==> config.mk <==
export PLATFORM = sky130hd
export DESIGN_NAME = pll_reset_gen
export DESIGN_NICKNAME = d
export VERILOG_FILES = /design/src/rtl/pll_reset_gen_pkg.sv /design/src/rtl/pll_reset_gen_sync_2ff.sv /design/src/rtl/pll_reset_gen.sv
export SDC_FILE = /design/constraint.sdc
export NUM_CORES = 1
export LEC_CHECK = 0
export ABC_CLOCK_PERIOD_IN_PS = 1850
export CAP_MARGIN = 15
export CORE_MARGIN = 10
export CORE_UTILIZATION = 52
export DETAILED_ROUTE_END_ITERATION = 6
export PLACE_DENSITY = 0.73
export RECOVER_POWER = 50
export SYNTH_ARGS = -nofsm -noshare
export SYNTH_HDL_FRONTEND = slang
export SYNTH_SLANG_ARGS = --single-unit
==> constraint.sdc <==
create_clock -name clk -period 1.85 [get_ports clk]
set_input_delay 0.37 -clock clk [delete_from_list [all_inputs] [get_ports clk]]
set_output_delay 0.37 -clock clk [all_outputs]
set_load 0.02 [all_outputs]
==> src/rtl/pll_reset_gen_pkg.sv <==
// Shared types and helpers for the PLL lock qualifier / reset generator.
package pll_reset_pkg;

  typedef enum logic [2:0] {IDLE, WAIT_LOCK, STABILISE, HOLD, RUN} pll_rst_state_t;

  // Width that holds max(a,b) exactly, so the terminal compare never needs a wrap.
  function automatic int cnt_width(input int a, input int b);
    return $clog2((a > b) ? a : b) + 1;
  endfunction

endpackage

==> src/rtl/pll_reset_gen_sync_2ff.sv <==
// Width-parameterised two-flop synchroniser with synchronous reset to zero.
module sync_2ff #(
  parameter int WIDTH = 1
) (
  input  logic             clk,
  input  logic             sreset,
  input  logic [WIDTH-1:0] din,
  output logic [WIDTH-1:0] dout
);

  logic [WIDTH-1:0] meta;

  always_ff @(posedge clk) begin
    if (sreset) begin
      meta <= '0;
      dout <= '0;
    end else begin
      meta <= din;
      dout <= meta;
    end
  end

endmodule

==> src/rtl/pll_reset_gen.sv <==
// Qualifies raw PLL LOCK and sequences the downstream reset (rst_out) for the PLL clock domain.
// Optional lock-loss counter output is built only when PLL_LOSS_COUNT_EN is defined.
module pll_reset_gen
  import pll_reset_pkg::*;
#(
  parameter int LOCK_STABLE_CYCLES = 1024,
  parameter int RESET_HOLD_CYCLES  = 16
`ifdef PLL_LOSS_COUNT_EN
  , parameter int LOSS_CNT_W       = 8
`endif
) (
  input  logic clk,
  input  logic sreset,
  input  logic pll_lock,
  output logic rst_out,
`ifdef PLL_LOSS_COUNT_EN
  output logic locked,
  output logic [LOSS_CNT_W-1:0] loss_count
`else
  output logic locked
`endif
);

  localparam int            CW         = cnt_width(LOCK_STABLE_CYCLES, RESET_HOLD_CYCLES);
  localparam logic [CW-1:0] STABLE_MAX = CW'(LOCK_STABLE_CYCLES);
  localparam logic [CW-1:0] HOLD_MAX   = CW'(RESET_HOLD_CYCLES);

  pll_rst_state_t state, state_nxt;
  logic [CW-1:0]  cnt, cnt_nxt;
  logic           lock_s;
  logic           run_nxt;

  sync_2ff #(.WIDTH(1)) u_lock_sync (
    .clk    (clk),
    .sreset (sreset),
    .din    (pll_lock),
    .dout   (lock_s)
  );

  // Outputs are registered from the next state so a lock drop in RUN is seen on the very next edge.
  always_ff @(posedge clk) begin
    if (sreset) begin
      state   <= IDLE;
      cnt     <= '0;
      rst_out <= 1'b1;
      locked  <= 1'b0;
    end else begin
      state   <= state_nxt;
      cnt     <= cnt_nxt;
      rst_out <= ~run_nxt;
      locked  <= run_nxt;
    end
  end

  always_comb begin
    state_nxt = state;
    cnt_nxt   = cnt;
    case (state)
      IDLE: begin
        state_nxt = WAIT_LOCK;
        cnt_nxt   = '0;
      end
      WAIT_LOCK: begin
        if (lock_s) begin
          state_nxt = STABILISE;
          cnt_nxt   = CW'(1);
        end
      end
      STABILISE: begin
        if (!lock_s) begin
          state_nxt = WAIT_LOCK;
          cnt_nxt   = '0;
        end else if (cnt == STABLE_MAX) begin
          state_nxt = HOLD;
          cnt_nxt   = CW'(1);
        end else begin
          cnt_nxt = cnt + CW'(1);
        end
      end
      HOLD: begin
        if (!lock_s) begin
          state_nxt = WAIT_LOCK;
          cnt_nxt   = '0;
        end else if (cnt == HOLD_MAX) begin
          state_nxt = RUN;
          cnt_nxt   = '0;
        end else begin
          cnt_nxt = cnt + CW'(1);
        end
      end
      RUN: begin
        if (!lock_s) begin
          state_nxt = WAIT_LOCK;
          cnt_nxt   = '0;
        end
      end
      default: begin
        state_nxt = IDLE;
        cnt_nxt   = '0;
      end
    endcase
  end

`ifdef PLL_LOSS_COUNT_EN
  logic loss_evt;

  always_comb begin
    run_nxt  = (state_nxt == RUN);
    loss_evt = (state == RUN) && !lock_s;
  end

  // Saturating: a flapping PLL must not wrap the count back to a healthy-looking value.
  always_ff @(posedge clk) begin
    if (sreset) begin
      loss_count <= '0;
    end else if (loss_evt && (loss_count != '1)) begin
      loss_count <= loss_count + LOSS_CNT_W'(1);
    end
  end
`else
  always_comb begin
    run_nxt = (state_nxt == RUN);
  end
`endif

endmodule

# Word level (Yosys, flattened, before mapping)
# Index checks and enable logic that the tools add are counted.
# word_totals
inputBits	3
output_inout_bits	2
regBits	18
wordCells	33
# classes
n_eq_ne	9
mux	14
reduce_logical	2
add_sub_neg	1
bitwise	1
# ops
operator	n
11-bit 2-to-1 mux	6
11-bit one-hot mux with 4 select lines	1
3-bit 2-to-1 mux	6
3-bit one-hot mux with 5 select lines	1
11-bit by 1-bit adder with 11-bit output (second input constant)	1
11-bit equality test (second input constant)	1
11-bit by 5-bit equality test with 1-bit output (second input constant)	1
3-bit by 2-bit equality test with 1-bit output (second input constant)	2
3-bit equality test (second input constant)	2
3-bit by 1-bit equality test with 1-bit output (second input constant)	1
3-bit zero test	1
2-bit by 1-bit != test with 1-bit output (second input constant)	1
2-bit != test (second input constant)	1
2-bit AND reduction	1
1-bit inverter	1

# Longest topological paths before layout
# Gate-level depths: netlist of the first run.
# depth
depth_word	6
ltp_mapped	6
depth_no_buf	6

# Cells and area by module
# From an unflattened synthesis of the first run, not the netlist that was laid out.
# hier_totals
hier_cells	112
hier_area_um2	958.4
# modules_own_cells
mod	n_inst	cells_per_inst	area_per_inst_um2	seq_area_each_um2
pll_reset_gen	1	108	905.9	320.3
sync_2ff	1	4	52.6	40.0

# Worst setup path before layout of the first run
# No wires, ideal clock.
# synth_path
kind	reg2reg
from	reg cnt[0]
to	reg cnt[5]
slack_ns	0.106
required_time_ns	1.718
t_arrival_ns	1.612
path_stages_with_launch	7
synth_period_minus_slack_ns	1.744
n_path_buf	0
setup_time_ns	0.132
path_cell_list	dfxtp_1 -> inv_1 -> ha_1 -> or4b_4 -> a211o_4 -> a21oi_4 -> nor3_1
# synth_between
elab_chain_cells	4
word_cells_on_any_way	8
cone_classes	add/sub: 1; eq/ne: 2; mux: 5
# synth_rtl
item	line_no	rtl
start: declaration	pll_reset_gen.sv:29	logic [CW-1:0] cnt, cnt_nxt;
start signal: assignment	pll_reset_gen.sv:49	cnt <= cnt_nxt;
11-bit by 1-bit adder with 11-bit output (tied with other cells)	pll_reset_gen.sv:77, pll_reset_gen.sv:88	
11-bit 2-to-1 mux (on tied branches)	pll_reset_gen.sv:84, pll_reset_gen.sv:73	
11-bit 2-to-1 mux (on tied branches)	pll_reset_gen.sv:81, pll_reset_gen.sv:70	
11-bit one-hot mux with 4 select lines *	pll_reset_gen.sv:58	case (state)
# Every way passes the cells marked *; elsewhere a longest branch is shown, timed or not.
# A chain may end at the register's enable or synchronous reset.

# Worst setup path after layout of the first run
# layout_path
from	reg cnt[8]
to	reg cnt[5]
# layout_between
elab_chain_cells	4
word_cells_on_any_way	7
cone_classes	eq/ne: 2; mux: 5
# layout_rtl
item	line_no
11-bit by 5-bit equality test with 1-bit output or 11-bit equality test (tied branches)	pll_reset_gen.sv:84, pll_reset_gen.sv:73
11-bit 2-to-1 mux (on tied branches)	pll_reset_gen.sv:84, pll_reset_gen.sv:73
11-bit 2-to-1 mux (on tied branches)	pll_reset_gen.sv:81, pll_reset_gen.sv:70
11-bit one-hot mux with 4 select lines *	pll_reset_gen.sv:58
# Marks and branches as above.

==> impl_metrics.py, run 1 <==
metrics = {
    "critical_path": {
        "worstSetupEndpointType": "register",
        "cpLargestDelayFamily": "simple AND/OR/NAND/NOR gates",
        "reg2regPathDepth": 4,
        "startpoint_type": "register",
        "rr_endpoint": "cnt[5]$_SDFFE_PP0P_",
        "crit_type": "reg -> reg",
        "r2r-start": "cnt[8]$_SDFFE_PP0P_",
        "cp_cell_sequence": "or4_1 -> a211o_4 -> a21oi_4 -> nor3_1",
        "critPathMaxFanout": 7,
        "worstPathArrival_ns": 1.96,
        "slowest_delay_ns": 0.62,
        "reg2reg_setup_slack_ns": 0.08,
        "critical_path_buf_inv_count": 0,
        "slowest_stage": "or4_1",
        "cp_num_cells": 4,
        "required_ns": 2.04,
    },
    "clock_tree": {
        "cts_hold_buf": 0,
        "cts.htree.levels": 1,
        "postCtsSetupRepairBufs": 0,
        "postCtsResizedCells": 0,
        "cts_tree": "yes",
        "path_clk_slew_ns": 0.10,
        "clockRootBuffer": "clkbuf_4",
        "clockBufferDepth": 2,
        "clk_latency_ns": 0.30,
        "cts_buffers": 3,
        "clock-sinks": 18,
    },
    "layout": {
        "num-fill-cells": 176,
        "area_growth_syn_to_layout_pct": 16.1,
        "layout-drive-gt1-share_pct": 16.8,
        "fin_util_pct": 62.3,
        "area.sequential_sq_um": 360,
        "diodes": 0,
        "multiInputGateArea_sq_um": 644,
        "nNetsFinal": 137,
    },
    "logic_synthesis": {
        "ys_ff_latch": 18,
        "syn_avg_cell_area_sq_um": 8.59,
        "async_flop_share_pct": 0,
        "synth_area_leader_cell": "dfxtp_1",
        "synth_cell_types": 37,
        "synth_nets": 125,
        "synth-edff-count": 0,
        "synth_top_area_share_pct": 35.0,
        "synth_area_sq_mm": 0.00103,
        "synth_common_cells": "dfxtp_1, nand2_1, nor2_1",
        "ys_seq_area_share_pct": 35.0,
        "syn_inst": 120,
        "synth_most_common_cell": "dfxtp_1",
        "ys_top_cells_by_area": "dfxtp_1, nand2b_1, nand4_1",
        "synth_ff_type": "dfxtp_1",
        "yosysWarnings": 0,
    },
    "timing": {
        "fin_crit_sh_pct": 95.5,
        "fin_crit_ns": 1.77,
        "hold_violations": 0,
        "hold_ws_ns": 0.460,
        "setup_viol": 0,
        "slew_headroom_pct": 65.4,
        "final.setup_skew_ns": 0.00346,
        "fmax_mhz": 566,
        "finalMaxSlewViolations": 0,
        "layout_setup_ws_ns": 0.0835,
        "worst_pin_slew_ns": 0.514,
    },
    "floorplanning": {
        "dieArea_sq_mm": 0.00416,
        "core_area_sq_mm": 0.00192,
        "die_x_um": 64.5,
        "die_h_um": 64.5,
        "initial_core_util_pct": 53.6,
        "num_io_pins": 5,
        "num_rows": 16,
    },
    "routing": {
        "drc": 0,
        "avgViaCountPerCell": 5.85,
        "avgRoutedWirePerCell_um": 14.5,
        "dr.pass1.iters": 4,
        "final_antenna_net_count": 0,
        "vias": 924,
        "finalWirelength_um": 2290,
        "first_iter_violations": 41,
    },
    "pwr": {
        "swShare_pct": 23.1,
        "power.share.clock_pct": 35.9,
        "switchingPower_w": 0.000160,
        "intPower_w": 0.000533,
        "total_leakage_power_nw": 0.417,
        "powerDensity_mw_per_mm2": 579,
        "power_frac_seq_pct": 57.3,
        "power_w": 0.000693,
        "combPwrFrac_pct": 6.8,
        "irDropWorstVdd_v": 0.000464,
    },
    "placement": {
        "dp_hpwl_um": 1730,
        "port_buffers": 4,
        "gp_congestion": 0.825,
        "place_ws_ns": 0.0516,
    },
    "job": {
        "cap_violations": 0,
    },
    "global_routing": {
        "grt_pass1_wl_um": 4020,
        "grt_remaining_overflow": 0,
        "grt_pass1_vias": 876,
        "grt_max_degree": 13,
        "grt_usage_pct": 11.7,
        "antenna_found_initial": 0,
    },
    "hold_path": {
        "whs_path_depth": 1,
        "min_path_type": "reg -> reg",
        "worstHoldStart": "u_lock_sync.meta$_SDFF_PP0_",
        "whs_endpoint": "u_lock_sync.dout$_SDFF_PP0_",
    },
    "run_status": {
        "status": "finished, final reports clean",
    },
}
-- cells by family (layout without fill, tap and decap cells) --
kind of cell | after synthesis | after routing | synth area share [%]
compound gates | 21 | 21 | 14.6
flops | 18 | 18 | 35.0
xor+xnor | 2 | 2 | 1.70
buf+inv | 10 | 21 | 3.88
fa+ha+maj | 3 | 3 | 3.40
simple gates | 66 | 66 | 41.5
-- power by group through the flow --
stage / clock (W) / sequential (W) / combinational [W]
6_report: 0.000249 / 0.000397 / 0.0000469
5_1_grt: 0.000260 / 0.000398 / 0.0000519
3_3_place_gp: 0 / 0.000405 / 0.0000450
4_1_cts: 0.000250 / 0.000397 / 0.0000459
2_1_floorplan: 0 / 0.000402 / 0.0000337
3_5_place_dp: 0 / 0.000406 / 0.0000458
-- metrics by stage --
step	instance area, sq um	TNS, ns	std cells
final	1200	0	158
after global routing	1200	-0.00312	158
after CTS	1180	0	158
after detailed placement	1150	0	154
after global placement	1150	0	154
after floorplan	1030	0	120
-- cells in the final DEF, fill, tap and decap left out, drive strengths merged, types with 6 or more instances in the layout --
| cell type | netlist | routed |
|---|---|---|
| nand2 | 7 | 7 |
| nand2b | 6 | 6 |
| buf | 2 | 9 |
| nand4 | 6 | 6 |
| nor2 | 8 | 8 |
| a21oi | 6 | 6 |
| dfxtp | 18 | 18 |
-- registers in the layout, indices dropped and copies added, names as in the netlist --
name,flops
u_lock_sync.dout,1
cnt,11
state,3
rst_out,1
u_lock_sync.meta,1
locked,1
-- final cells by class --
class / count / area share, %
timing repair buffer: 13 / 8.99
clock buffer: 4 / 3.03
tap: 27 / 2.82
inverter: 4 / 1.25
sequential: 18 / 30.1
multi-input combinational: 92 / 53.8
-- worst reg2reg max path, delay by kind of cell (launching register included) --
family / cells / cell delay (ns)
flip-flops: 1 / 0.36
AO/OA/AOI/OAI: 2 / 0.61
AND/OR/NAND/NOR: 2 / 0.70
-- routing by layer --
metal | vias up | global-route usage [%] | share of wire [%]
met3 | 6 | 2.75 | 2.2
met5 | - | 0 | 0
met2 | 12 | 19.0 | 48
met4 | 0 | 5.61 | 2.1
li1 | 476 | - | -
met1 | 430 | 14.1 | 48
-- worst max-delay path by stage --
stage / from / to
after CTS: cnt[0]$_SDFFE_PP0P_ / cnt[8]$_SDFFE_PP0P_
final: cnt[8]$_SDFFE_PP0P_ / cnt[5]$_SDFFE_PP0P_
after detailed placement: cnt[1]$_SDFFE_PP0P_ / cnt[7]$_SDFFE_PP0P_
after global routing: cnt[0]$_SDFFE_PP0P_ / cnt[0]$_SDFFE_PP0P_
after floorplan: cnt[0]$_SDFFE_PP0P_ / cnt[5]$_SDFFE_PP0P_
after global placement: cnt[0]$_SDFFE_PP0P_ / cnt[8]$_SDFFE_PP0P_
No activity file was read; power rests on OpenSTA's default activity.
==> run 2, diff against run 1 <==
- CORE_MARGIN: 10 -> 4
==> impl_metrics.py, run 2 (synthesis results as in run 1) <==
metrics = {
    "critical_path": {
        "crit_start": "cnt[0]$_SDFFE_PP0P_",
        "startpoint_type": "register",
        "slowest_delay_ns": 0.49,
        "required_ns": 2.02,
        "worstSetupEndpointType": "register",
        "crit_type": "reg -> reg",
        "r2r-start": "cnt[0]$_SDFFE_PP0P_",
        "cp_cell_sequence": "inv_1 -> ha_1 -> or4b_4 -> a211o_4 -> a21oi_4 -> a211oi_1",
        "reg2reg_setup_slack_ns": 0.08,
        "slowest_stage": "or4b_4",
        "worstPathArrival_ns": 1.94,
        "critPathMaxFanout": 7,
    },
    "clock_tree": {
        "cts.htree.levels": 1,
        "clockBufferDepth": 2,
        "clk_latency_ns": 0.29,
        "path_clk_slew_ns": 0.09,
        "clockRootBuffer": "clkbuf_4",
        "clock-sinks": 18,
        "cts_hold_buf": 0,
        "cts_tree": "yes",
        "postCtsSetupRepairBufs": 0,
        "postCtsResizedCells": 0,
        "cts_buffers": 3,
    },
    "routing": {
        "vias": 995,
        "dr.pass1.iters": 4,
        "avgViaCountPerCell": 6.22,
        "finalWirelength_um": 2410,
        "first_iter_violations": 53,
        "avgRoutedWirePerCell_um": 15.1,
        "final_antenna_net_count": 0,
        "drc": 0,
    },
    "layout": {
        "max_flop_register": "cnt",
        "layout-drive-gt1-share_pct": 19.3,
        "area_growth_syn_to_layout_pct": 17.7,
        "fin_util_pct": 67.4,
        "final_cell_mix": "dfxtp_1, buf_4, nand2_1, nor2_1",
        "instances_no_fill": 160,
        "diodes": 0,
        "largestRegisters": "cnt x11, state x3",
        "final_common_cell": "dfxtp_1",
        "nNetsFinal": 142,
        "largest_register_ffs": 11,
    },
    "placement": {
        "place_ws_ns": 0.0458,
        "gp_congestion": 0.813,
        "port_buffers": 4,
        "placed_cells": 157,
        "dp_hpwl_um": 1800,
    },
    "pwr": {
        "power.share.clock_pct": 29.4,
        "combPwrFrac_pct": 8.3,
        "swShare_pct": 22.6,
        "powerDensity_mw_per_mm2": 524,
        "intPower_w": 0.000492,
        "switchingPower_w": 0.000144,
        "irDropWorstVdd_v": 0.000559,
        "total_leakage_power_nw": 0.428,
        "power_frac_seq_pct": 62.3,
    },
    "hold_path": {
        "worstHoldStart": "u_lock_sync.meta$_SDFF_PP0_",
        "min_path_type": "reg -> reg",
    },
    "floorplanning": {
        "core_area_sq_mm": 0.00180,
        "dieArea_sq_mm": 0.00276,
        "die_x_um": 52.5,
        "die_h_um": 52.5,
        "initial_core_util_pct": 57.2,
        "num_io_pins": 5,
        "num_rows": 15,
    },
    "timing": {
        "fin_crit_ns": 1.77,
        "hold_violations": 0,
        "finalMaxSlewViolations": 0,
        "fin_crit_sh_pct": 95.6,
        "fmax_mhz": 565,
        "final.setup_skew_ns": 0.00458,
        "rsz0062_at_grt": "yes",
        "layout_setup_ws_ns": 0.0816,
        "setup_viol": 0,
        "slew_headroom_pct": 71.6,
        "worst_pin_slew_ns": 0.426,
        "final.setup.tns_ns": 0,
    },
    "job": {
        "cap_violations": 0,
    },
    "global_routing": {
        "grt_usage_pct": 20.9,
        "grt_remaining_overflow": 0,
        "grt_max_degree": 12,
        "antenna_found_initial": 0,
        "grt_pass1_vias": 959,
        "grt_pass1_wl_um": 4310,
    },
    "run_status": {
        "status": "finished, final reports clean",
    },
}
[run 2: path summary, 6_finish.rpt]
path,endpoint,cells past startpoint
max reg2reg,cnt[8]$_SDFFE_PP0P_,6
min reg2reg,u_lock_sync.dout$_SDFF_PP0_,1
min,u_lock_sync.dout$_SDFF_PP0_,1
max,cnt[8]$_SDFFE_PP0P_,6
[run 2: cell type report]
cell class                      instances  area, sq um
Inverter                                4         15.0
Tap cell                               25         31.3
Sequential cell                        18          363
Multi-Input combinational cell         92          644
Timing Repair Buffer                   18          138
Clock buffer                            3         22.5
Fill cell                             168          588
[run 2: critical path, delay by kind of cell (launching register included)]
family	cells	cell delay, ns
adders and majority gates	1	0.15
AOI/OAI and AO/OA	3	0.63
buffers and inverters	1	0.07
DFF	1	0.32
and+or+nand+nor	1	0.49
[run 2: per-layer routing]
metal	wire [um]	vias to the layer above	track usage (%)
met5	0	-	0
met1	1110	475	28.5
met2	1150	35	32.6
met4	12	0	3.83
met3	134	2	6.27
li1	-	483	-
[run 2: power groups by stage]
stage,Combinational [W],Clock [W],Sequential [W]
2_1_floorplan,0.0000337,0,0.000402
3_3_place_gp,0.0000517,0,0.000405
3_5_place_dp,0.0000529,0,0.000405
4_1_cts,0.0000532,0.000194,0.000396
5_1_grt,0.0000577,0.000212,0.000397
6_report,0.0000528,0.000187,0.000397
[run 2: per-stage QoR]
step / area, sq um / hold WS, ns / power (W)
3_5_place_dp: 1180 / 0.429 / 0.000458
5_1_grt: 1210 / 0.460 / 0.000667
2_1_floorplan: 1030 / 0.414 / 0.000436
6_report: 1210 / 0.446 / 0.000636
4_1_cts: 1200 / 0.452 / 0.000643
3_3_place_gp: 1180 / 0.417 / 0.000457
==> run 3, diff against run 2 <==
- ABC_CLOCK_PERIOD_IN_PS: 1850 -> 1700
- CORE_UTILIZATION: 52 -> 57
- PLACE_DENSITY: 0.73 -> 0.76
- clock period: 1.85 -> 1.7 ns (I/O delays scaled with it)
==> impl_metrics.py, run 3 (synthesis results as in run 1) <==
metrics = {
    "run_status": {
        "status": "complete, but fails checks",
        "violations": "setup timing",
    },
    "floorplanning": {
        "core_area_sq_mm": 0.00173,
        "dieArea_sq_mm": 0.00255,
        "num_io_pins": 5,
        "die_x_um": 50.5,
        "num_rows": 15,
        "initial_core_util_pct": 59.7,
        "die_h_um": 50.5,
    },
    "clock_tree": {
        "clockRootBuffer": "clkbuf_4",
        "clk_latency_ns": 0.30,
        "clock-sinks": 18,
        "path_clk_slew_ns": 0.11,
        "cts_tree": "yes",
        "clockBufferDepth": 2,
        "cts_buffers": 3,
        "cts.htree.levels": 1,
        "cts_hold_buf": 0,
    },
    "critical_path": {
        "startpoint_type": "register",
        "reg2regPathDepth": 6,
        "crit_type": "reg -> reg",
        "slowest_delay_ns": 0.48,
        "cp_cell_sequence": "inv_2 -> ha_4 -> or4b_4 -> a211o_4 -> a21oi_4 -> a211oi_1",
        "required_ns": 1.88,
        "rr_endpoint": "cnt[8]$_SDFFE_PP0P_",
        "worstSetupEndpointType": "register",
        "crit_start": "cnt[0]$_SDFFE_PP0P_",
        "slowest_stage": "or4b_4",
        "critPathMaxFanout": 6,
        "r2r-start": "cnt[0]$_SDFFE_PP0P_",
        "worstPathArrival_ns": 2.00,
        "reg2reg_setup_slack_ns": -0.11,
    },
    "pwr": {
        "total_leakage_power_nw": 0.479,
        "powerDensity_mw_per_mm2": 579,
        "irDropWorstVdd_v": 0.000386,
        "power.share.clock_pct": 35.6,
        "combPwrFrac_pct": 7.6,
        "intPower_w": 0.000582,
        "switchingPower_w": 0.000178,
        "power_frac_seq_pct": 56.8,
        "swShare_pct": 23.4,
    },
    "layout": {
        "diodes": 0,
        "nNetsFinal": 149,
        "multiInputGateArea_sq_um": 674,
        "final_common_cell": "buf_4",
        "num-fill-cells": 136,
        "fin_util_pct": 76.1,
        "largest_register_ffs": 11,
        "final_cell_mix": "buf_4, dfxtp_1, nand2_1, nor2_1",
        "layout-drive-gt1-share_pct": 29.4,
        "largestRegisters": "cnt x11, state x3",
        "area.sequential_sq_um": 363,
        "area_growth_syn_to_layout_pct": 27.4,
        "max_flop_register": "cnt",
    },
    "hold_path": {
        "min_path_type": "reg -> reg",
        "worstHoldStart": "u_lock_sync.meta$_SDFF_PP0_",
        "whs_endpoint": "u_lock_sync.dout$_SDFF_PP0_",
        "whs_path_depth": 1,
    },
    "placement": {
        "port_buffers": 4,
        "gp_congestion": 0.942,
        "place_ws_ns": -0.0790,
        "dp_hpwl_um": 1880,
    },
    "timing": {
        "rsz0062_at_grt": "yes",
        "finalMaxSlewViolations": 0,
        "slew_headroom_pct": 66.0,
        "final.setup_skew_ns": 0.00942,
        "hold_ws_ns": 0.460,
        "setup_viol": 8,
        "layout_setup_ws_ns": -0.115,
        "fin_crit_ns": 1.81,
        "hold_violations": 0,
        "worst_pin_slew_ns": 0.503,
        "fin_crit_sh_pct": 107,
        "fmax_mhz": 551,
    },
    "routing": {
        "dr.pass1.iters": 4,
        "vias": 1053,
        "first_iter_violations": 38,
        "drc": 0,
        "avgViaCountPerCell": 6.27,
        "final_antenna_net_count": 0,
        "finalWirelength_um": 2640,
        "avgRoutedWirePerCell_um": 15.7,
    },
    "job": {
        "cap_violations": 0,
    },
    "global_routing": {
        "grt_remaining_overflow": 0,
        "grt_max_degree": 12,
        "grt_usage_pct": 23.2,
        "grt_pass1_vias": 1003,
        "grt_pass1_wl_um": 4580,
        "antenna_found_initial": 0,
    },
}
==> run 3: cell types whose count changed in the layout (fill, tap and decap cells not counted), sizes merged <==
cell | before | now
buf | 12 | 20
dlygate4sd3 | 3 | 2
clkdlybuf4s50 | 1 | 2
==> run 3: worst max-delay path by stage <==
stage               slack (ns)                  end  cells past startpoint
finish                   -0.11  cnt[8]$_SDFFE_PP0P_                      6
global route             -0.14  cnt[6]$_SDFFE_PP0P_                      6
CTS                      -0.05  cnt[8]$_SDFFE_PP0P_                      6
detailed placement       -0.08  cnt[7]$_SDFFE_PP0P_                      4
global placement         0.002  cnt[5]$_SDFFE_PP0P_                      6
floorplan                 0.02  cnt[5]$_SDFFE_PP0P_                      6
==> run 3: metal layers <==
layer / GRT usage (%) / part of all wire [%] / wire length, um / vias to the layer above
met4: 11.7 / 1.4 / 36 / 0
li1: - / - / - / 502
met1: 27.3 / 41 / 1090 / 505
met5: 0 / 0 / 0 / -
met2: 40.4 / 52 / 1360 / 40
met3: 3.56 / 5.9 / 156 / 6
==> run 3: cell type report <==
cell class	count	area share, %
timing repair buffer	25	14.8
tap	25	2.38
inverter	4	1.14
multi-input combinational	92	51.3
sequential	18	27.6
clock buffer	4	2.76
==> run 3: timing repair <==
item / 4_1_cts / 5_1_grt
setup buffers: 0 / 1
setup endpoints to repair: 13 / 14
resized for setup: 8 / 5
pin swaps: 0 / 3
==> run 3: power by group through the flow <==
stage | clock (W) | sequential [W] | combinational (W)
finish | 0.000271 | 0.000432 | 0.0000575
global route | 0.000292 | 0.000433 | 0.0000611
CTS | 0.000280 | 0.000432 | 0.0000545
detailed placement | 0 | 0.000441 | 0.0000523
global placement | 0 | 0.000440 | 0.0000513
floorplan | 0 | 0.000437 | 0.0000366
==> run 3: through the flow <==
stage          instances  TNS [ns]  cell area [sq um]  total power (W)
5_1_grt              168     -1.08               1310         0.000786
6_report             168    -0.801               1310         0.000760
3_5_place_dp         163    -0.365               1230         0.000493
2_1_floorplan        120         0               1030         0.000474
3_3_place_gp         163         0               1230         0.000492
4_1_cts              167    -0.257               1290         0.000766
==> run 3: critical path: cells and delay by family (launching register included) <==
kind | cells | cell delay [ns]
AOI/OAI and AO/OA | 3 | 0.65
and+or+nand+nor | 1 | 0.48
DFF | 1 | 0.35
adders and majority gates | 1 | 0.13
buffers and inverters | 1 | 0.08
